### src/rtl/stream_packet_arbiter.sv
// Two-port packet-atomic stream arbiter with alternating priority and a small CSR block.
// Each port locks the merged output for a whole packet, and the path through is combinational.
module stream_packet_arbiter #(
    parameter int DATA_BYTES = 8
) (
    input  logic                          clk,
    input  logic                          reset_n,
    input  logic [DATA_BYTES*8-1:0]       stream_in0_data,
    input  logic [$clog2(DATA_BYTES)-1:0] stream_in0_empty,
    input  logic                          stream_in0_valid,
    input  logic                          stream_in0_startofpacket,
    input  logic                          stream_in0_endofpacket,
    output logic                          stream_in0_ready,
    input  logic [DATA_BYTES*8-1:0]       stream_in1_data,
    input  logic [$clog2(DATA_BYTES)-1:0] stream_in1_empty,
    input  logic                          stream_in1_valid,
    input  logic                          stream_in1_startofpacket,
    input  logic                          stream_in1_endofpacket,
    output logic                          stream_in1_ready,
    output logic [DATA_BYTES*8-1:0]       stream_out_data,
    output logic [$clog2(DATA_BYTES)-1:0] stream_out_empty,
    output logic                          stream_out_valid,
    output logic                          stream_out_startofpacket,
    output logic                          stream_out_endofpacket,
    input  logic                          stream_out_ready,
    input  logic [1:0]                    csr_address,
    input  logic                          csr_read,
    input  logic                          csr_write,
    input  logic [31:0]                   csr_writedata,
    output logic [31:0]                   csr_readdata,
    output logic                          csr_readdatavalid,
    output logic                          csr_waitrequest
);

    typedef enum logic [1:0] {IDLE, LOCK0, LOCK1} state_t;

    state_t      state, state_next;
    logic [1:0]  enable;
    logic        last_grant;
    logic        framing_error;
    logic [31:0] count0, count1;
    logic [31:0] read_mux;
    logic        cand0, cand1, pkt_end, drop;
    logic        unused_wdata;

    assign cand0   = stream_in0_valid & stream_in0_startofpacket & enable[0];
    assign cand1   = stream_in1_valid & stream_in1_startofpacket & enable[1];
    assign pkt_end = stream_out_valid & stream_out_ready & stream_out_endofpacket;
    assign drop    = (state == IDLE) & (stream_in0_ready | stream_in1_ready);
    assign csr_waitrequest = 1'b0;
    assign unused_wdata    = ^csr_writedata[31:3];

    always_ff @(posedge clk or negedge reset_n) begin
        if (!reset_n) state <= IDLE;
        else          state <= state_next;
    end

    always_comb begin
        state_next = state;
        unique case (state)
            IDLE: begin
                // Port 0 wins a tie only when port 1 was the last one granted.
                if (cand0 && (!cand1 || last_grant)) state_next = LOCK0;
                else if (cand1)                      state_next = LOCK1;
            end
            LOCK0, LOCK1: if (pkt_end) state_next = IDLE;
            default: state_next = IDLE;
        endcase
    end

    always_comb begin
        stream_out_data          = '0;
        stream_out_empty         = '0;
        stream_out_valid         = 1'b0;
        stream_out_startofpacket = 1'b0;
        stream_out_endofpacket   = 1'b0;
        stream_in0_ready         = 1'b0;
        stream_in1_ready         = 1'b0;
        unique case (state)
            IDLE: begin
                // Mid-packet beats seen while unlocked are swallowed; reset gates this off.
                stream_in0_ready = reset_n & enable[0] & stream_in0_valid & ~stream_in0_startofpacket;
                stream_in1_ready = reset_n & enable[1] & stream_in1_valid & ~stream_in1_startofpacket;
            end
            LOCK0: begin
                stream_out_data          = stream_in0_data;
                stream_out_empty         = stream_in0_empty;
                stream_out_valid         = stream_in0_valid;
                stream_out_startofpacket = stream_in0_startofpacket;
                stream_out_endofpacket   = stream_in0_endofpacket;
                stream_in0_ready         = stream_out_ready;
            end
            LOCK1: begin
                stream_out_data          = stream_in1_data;
                stream_out_empty         = stream_in1_empty;
                stream_out_valid         = stream_in1_valid;
                stream_out_startofpacket = stream_in1_startofpacket;
                stream_out_endofpacket   = stream_in1_endofpacket;
                stream_in1_ready         = stream_out_ready;
            end
            default: ;
        endcase
    end

    always_ff @(posedge clk or negedge reset_n) begin
        if (!reset_n) begin
            enable        <= 2'b11;
            last_grant    <= 1'b1;
            framing_error <= 1'b0;
            count0        <= '0;
            count1        <= '0;
        end else begin
            if (pkt_end) last_grant <= (state == LOCK1);
            if (csr_write && csr_address == 2'd0) enable <= csr_writedata[1:0];
            if (drop)
                framing_error <= 1'b1;
            else if (csr_write && csr_address == 2'd1 && csr_writedata[2])
                framing_error <= 1'b0;
            if (csr_write && csr_address == 2'd2)  count0 <= '0;
            else if (pkt_end && state == LOCK0)    count0 <= count0 + 32'd1;
            if (csr_write && csr_address == 2'd3)  count1 <= '0;
            else if (pkt_end && state == LOCK1)    count1 <= count1 + 32'd1;
        end
    end

    always_comb begin
        read_mux = '0;
        unique case (csr_address)
            2'd0: read_mux = {30'b0, enable};
            2'd1: read_mux = {29'b0, framing_error, state == LOCK1, state != IDLE};
            2'd2: read_mux = count0;
            2'd3: read_mux = count1;
            default: read_mux = '0;
        endcase
    end

    always_ff @(posedge clk or negedge reset_n) begin
        if (!reset_n) begin
            csr_readdata      <= '0;
            csr_readdatavalid <= 1'b0;
        end else begin
            csr_readdatavalid <= csr_read & ~csr_write;
            if (csr_read && !csr_write) csr_readdata <= read_mux;
        end
    end

endmodule

### config.mk
export PLATFORM = sky130hd
export DESIGN_NAME = stream_packet_arbiter
export DESIGN_NICKNAME = d
export VERILOG_FILES = /design/src/rtl/stream_packet_arbiter.sv
export SDC_FILE = /design/constraint.sdc
export NUM_CORES = 1
export LEC_CHECK = 0
export CAP_MARGIN = 20
export CORE_ASPECT_RATIO = 1.4
export CORE_UTILIZATION = 43
export CTS_BUF_LIST = sky130_fd_sc_hd__clkbuf_2
export DETAILED_ROUTE_END_ITERATION = 8
export PLACE_DENSITY_LB_ADDON = 0.05
export SLEW_MARGIN = 20
export SYNTH_ARGS = -nofsm -noshare
export SYNTH_HDL_FRONTEND = slang
export SYNTH_SLANG_ARGS = --single-unit
### constraint.sdc
create_clock -name clk -period 2.7 [get_ports clk]
set_input_delay 0.27 -clock clk [delete_from_list [all_inputs] [get_ports clk]]
set_output_delay 0.27 -clock clk [all_outputs]
set_load 0.05 [all_outputs]
==> results by stage, run 1 <==
Global routing:
- Global routing used 31.4% of the available tracks.
- The initial antenna violation count is 1.
- The first global-routing pass estimated 34.4 mm of wire.
- Entering global routing, the biggest net connects 97 pins.
- The via count of the first global-routing pass is 6,331.
- The leftover overflow at the end of global routing is 0.

STA:
- The setup skew after layout is 0.0411 ns.
- The count of final hold-check violations is 0.
- The final-report max-slew violation count came to 0.
- The setup-violating endpoint count in the final report is 0.
- The post-layout minimum cycle time is 2.60 ns.
- The final critical path takes up 96.4% of the cycle.
- In this run the tightest slew margin relative to its limit is 58.5%.
- Static timing analysis puts the maximum clock frequency at 384 MHz.
- The actual transition at the worst max-transition pin is 0.617 ns.
- The final worst slack is 0.0970 ns.

Clocking:
- The buffer cell driving the clock tree root is sky130_fd_sc_hd__clkbuf_2.
- TritonCTS built the clock tree.
- The longest clock path from root to sink contains 2 buffers.
- After clock tree synthesis, the clock-pin slew on the worst setup and hold paths is 0.28 ns.
- Clock tree synthesis found a total of 103 sinks.
- The count of H-tree levels built during CTS is 3.
- The later pin in the worst-skew pair is clocked with a latency of 0.65 ns.
- Clock tree synthesis inserted a total of 9 buffers.

Drt:
- In the final routed layout, each cell accounts on average for 20.5 µm.
- The number of iterations in the first detailed-routing pass is 5.
- The routed via count is 6,701.
- The starting DRC count in detailed routing is 643.
- Once detail routing completed, the nets flagged for antenna violations numbered 0.
- Wires add up to 23.6 mm.
- Dividing the detail-routed via count by the number of cells gives 5.84.
- The number of design rule violations left after detail routing is 0.

Synthesis:
- The average instance in the mapped netlist occupies 8.57 µm².
- The number of distinct library cell variants in the gate-level netlist after synthesis is 48.
- The part of the Yosys area used for sequential elements is 41.7%.
- The share of synthesized flip-flops with an asynchronous set or reset is 100%.
- By area the synthesized netlist is led by sky130_fd_sc_hd__dfrtp_1 (40%), sky130_fd_sc_hd__a22oi_1 (8.5%), sky130_fd_sc_hd__nor2_1 (8.1%).
- When the netlist entered floorplanning its net count stood at 907.
- The top-area cell type share of the netlist area is 40.4%.
- Among all flip-flop cells after synthesis, the most frequent one is sky130_fd_sc_hd__dfrtp_1.
- The Yosys step of the flow raised 0 warnings.
- The largest total area in the synthesized netlist belongs to sky130_fd_sc_hd__dfrtp_1.
- The number of flops mapped to enable cells by yosys is 0.
- After synthesis the cells add up to 0.00620 mm².
- In this run, synthesis produced a sequential element count of 103.
- After technology mapping, the gate count stands at 723.

Die:
- The starting density of the core is 44.3%.
- The row count is 51.
- The die covers 0.0149 mm².
- The total core area is 0.0140 mm².
- From bottom edge to top edge, the die measures 144 µm.
- The number of I/O pins is 285.
- The die width is 103 µm.

Critical path:
- The critical path launch point type is a register.
- STA puts the critical path data required time at 3.24 ns.
- Data arrives at the worst endpoint at 3.15 ns.
- Along the worst path, the maximum fanout reaches 10.
- The worst setup path is captured at a register.
- The kind of critical path is register to register.

Pwr:
- The maximum VDD drop is 0.554 mV.
- Power spread over the standard cell area amounts to 635 mW/mm².
- The reported leakage power is 3.81 nW.
- The completed layout was analyzed and its total power is 5.76 mW.

Place:
- The global placer's final weighted congestion is 0.972.
- In this run the tool buffered the top-level ports with 254 buffer cells.
- Once detailed placement completed, the half-perimeter wirelength came to 17.7 mm.
- The placed instance area is 0.00875 mm².
- The worst-case setup slack after placement is 0.170 ns.

Layout:
- The signed area change from the synthesized netlist to the final layout is 46.4%.
- Fill cells in the final layout number 1,204.
- The finished cells cover 0.00907 mm².
- For this run, the post-layout net count is 1,141.
- The post-route netlist has 15.7% of its cells at a drive strength greater than 1.

Status:
- The flow ran to the end, and the final reports show no timing, DRC or antenna violations.

Run:
- The max-capacitance violation count is 0.

Min path:
- The path class of the tightest hold or removal check is input pin to register.
area by class of cell:
cell class | count | area (µm²) | share of cell area, %
well taps | 185 | 231 | 2.55
clock inverters | 6 | 75.1 | 0.828
clock buffers | 10 | 50.0 | 0.552
inverters | 13 | 48.8 | 0.538
flip-flops and latches | 103 | 2580 | 28.5
repair buffers | 277 | 2620 | 28.8
diodes | 1 | 2.50 | 0.0276
multi-input cells | 553 | 3460 | 38.2
final timing paths:
path / from / to / slack, ns / cells after the start
max in group asynchronous: reset_n / csr_readdata[0] / 1.78 / 3
hold reg to reg: csr_readdata[10] / csr_readdata[10] / 0.52 / 2
setup reg to reg: state[0] / count0[25] / 0.1 / 7
hold / removal: csr_address[0] / framing_error / 0.13 / 4
setup / recovery: state[0] / count0[25] / 0.1 / 7
min in group asynchronous: reset_n / enable[1] / 0.16 / 2
synthesized netlist by cell type (9+ instances only):
| cell | instances |
|---|---|
| sky130_fd_sc_hd__and3_1 | 10 |
| sky130_fd_sc_hd__clkbuf_1 | 35 |
| sky130_fd_sc_hd__xor2_1 | 21 |
| sky130_fd_sc_hd__inv_1 | 12 |
| sky130_fd_sc_hd__mux2i_1 | 32 |
| sky130_fd_sc_hd__nor3_1 | 10 |
| sky130_fd_sc_hd__nand2_1 | 69 |
| sky130_fd_sc_hd__xnor2_1 | 26 |
| sky130_fd_sc_hd__nor4_1 | 14 |
| sky130_fd_sc_hd__a22oi_1 | 70 |
| sky130_fd_sc_hd__o21ai_0 | 45 |
| sky130_fd_sc_hd__and4_1 | 9 |
| sky130_fd_sc_hd__nor2_1 | 133 |
| sky130_fd_sc_hd__buf_1 | 16 |
| sky130_fd_sc_hd__nand4_1 | 32 |
| sky130_fd_sc_hd__a21oi_1 | 14 |
| sky130_fd_sc_hd__dfrtp_1 | 100 |
| sky130_fd_sc_hd__nand3_1 | 18 |
worst max-delay path: stages, from the launching register on:
cell	delay (ns)
sky130_fd_sc_hd__dfrtp_1	0.45
sky130_fd_sc_hd__inv_1	0.11
sky130_fd_sc_hd__ha_2	0.30
sky130_fd_sc_hd__a22oi_1	0.24
sky130_fd_sc_hd__or4_1	0.80
sky130_fd_sc_hd__nor4_1	0.37
sky130_fd_sc_hd__xnor2_1	0.18
sky130_fd_sc_hd__nor2_1	0.06
stage by stage:
step | cells | TNS (ns) | utilization (%) | hold slack, ns
floorplan | 723 | 0 | - | -0.0256
global placement | 1128 | 0 | 62.6 | 0.131
detailed placement | 1128 | 0 | 62.6 | 0.132
CTS | 1146 | -0.194 | 63.9 | 0.117
global route | 1148 | -0.00147 | 64.9 | 0.115
finish | 1148 | 0 | 64.9 | 0.131
metal layers:
layer	global-route usage, %	wire length, µm	vias to the layer above
met4	10.2	631	0
li1	-	-	3060
met5	0	0	-
met2	50.4	10900	368
met1	39.6	9180	3225
met3	10.2	2840	48
placed cells by master (no fill, tap or decap), types with 4 or more instances in the layout:
cell                              synthesis  routed
sky130_fd_sc_hd__clkdlybuf4s50_1          0     180
sky130_fd_sc_hd__nor2_1                 133     116
sky130_fd_sc_hd__dfrtp_1                100     100
sky130_fd_sc_hd__buf_4                    1      87
sky130_fd_sc_hd__a22oi_1                 70      70
sky130_fd_sc_hd__nand2_1                 69      69
sky130_fd_sc_hd__o21ai_0                 45      45
sky130_fd_sc_hd__nand4_1                 32      32
sky130_fd_sc_hd__mux2i_1                 32      32
sky130_fd_sc_hd__xnor2_1                 26      26
sky130_fd_sc_hd__xor2_1                  21      21
sky130_fd_sc_hd__nand3_1                 18      18
sky130_fd_sc_hd__a21oi_1                 14      14
sky130_fd_sc_hd__nor4_1                  14      14
sky130_fd_sc_hd__inv_1                   12      12
sky130_fd_sc_hd__nor2_4                   0      11
sky130_fd_sc_hd__and3_1                  10      10
sky130_fd_sc_hd__nor3_1                  10      10
sky130_fd_sc_hd__clkbuf_2                 0      10
sky130_fd_sc_hd__and4_1                   9       9
sky130_fd_sc_hd__nor2_2                   0       6
sky130_fd_sc_hd__or4_1                    5       5
sky130_fd_sc_hd__buf_12                   0       5
sky130_fd_sc_hd__a31oi_1                  4       4
sky130_fd_sc_hd__a41o_1                   4       4
sky130_fd_sc_hd__or3_1                    4       4
repair_timing:
action	in CTS	in global routing
endpoints found under the hold margin	102	0
hold buffers	2	0
pin swaps	0	0
gates cloned	0	1
setup buffers	0	0
setup endpoints to repair	65	54
gates resized for setup	9	32
state kept, by name (all words and copies together), names as in the netlist:
signal / count
count0: 32
state: 2
csr_readdatavalid: 1
framing_error: 1
last_grant: 1
count1: 32
csr_readdata: 32
enable: 2
logic make-up (layout without fill, tap and decap cells):
group | after synthesis | after routing | share of synthesized area (%)
AO/OA/AOI/OAI | 146 | 146 | 15.5
XOR/XNOR | 47 | 47 | 6.64
adder cells (fa/ha/maj) | 5 | 5 | 1.01
buffers and inverters | 67 | 306 | 4.16
flip-flops | 103 | 103 | 41.7
multiplexers | 37 | 37 | 6.44
other | 1 | 2 | 0.0605
AND/OR/NAND/NOR | 317 | 317 | 24.5
power by group:
| group | leakage [nW] | switching (mW) | internal, mW |
|---|---|---|---|
| clock network | 0.0751 | 0.572 | 0.233 |
| logic | 2.32 | 2.27 | 1.05 |
| registers | 1.42 | 0.0328 | 1.60 |
| total | 3.81 | 2.87 | 2.88 |
No activity file was read; power rests on OpenSTA's default activity.
==> run 2, diff against run 1 <==
--- a/config.mk
+++ b/config.mk
@@ -5,6 +5,7 @@
 export SDC_FILE = /design/constraint.sdc
 export NUM_CORES = 1
 export LEC_CHECK = 0
+export ABC_AREA = 0
 export CAP_MARGIN = 20
 export CORE_ASPECT_RATIO = 1.4
 export CORE_UTILIZATION = 43
==> results of run 2 <==
Same layout as run 1: the final DEF is identical, and so are final timing and power.
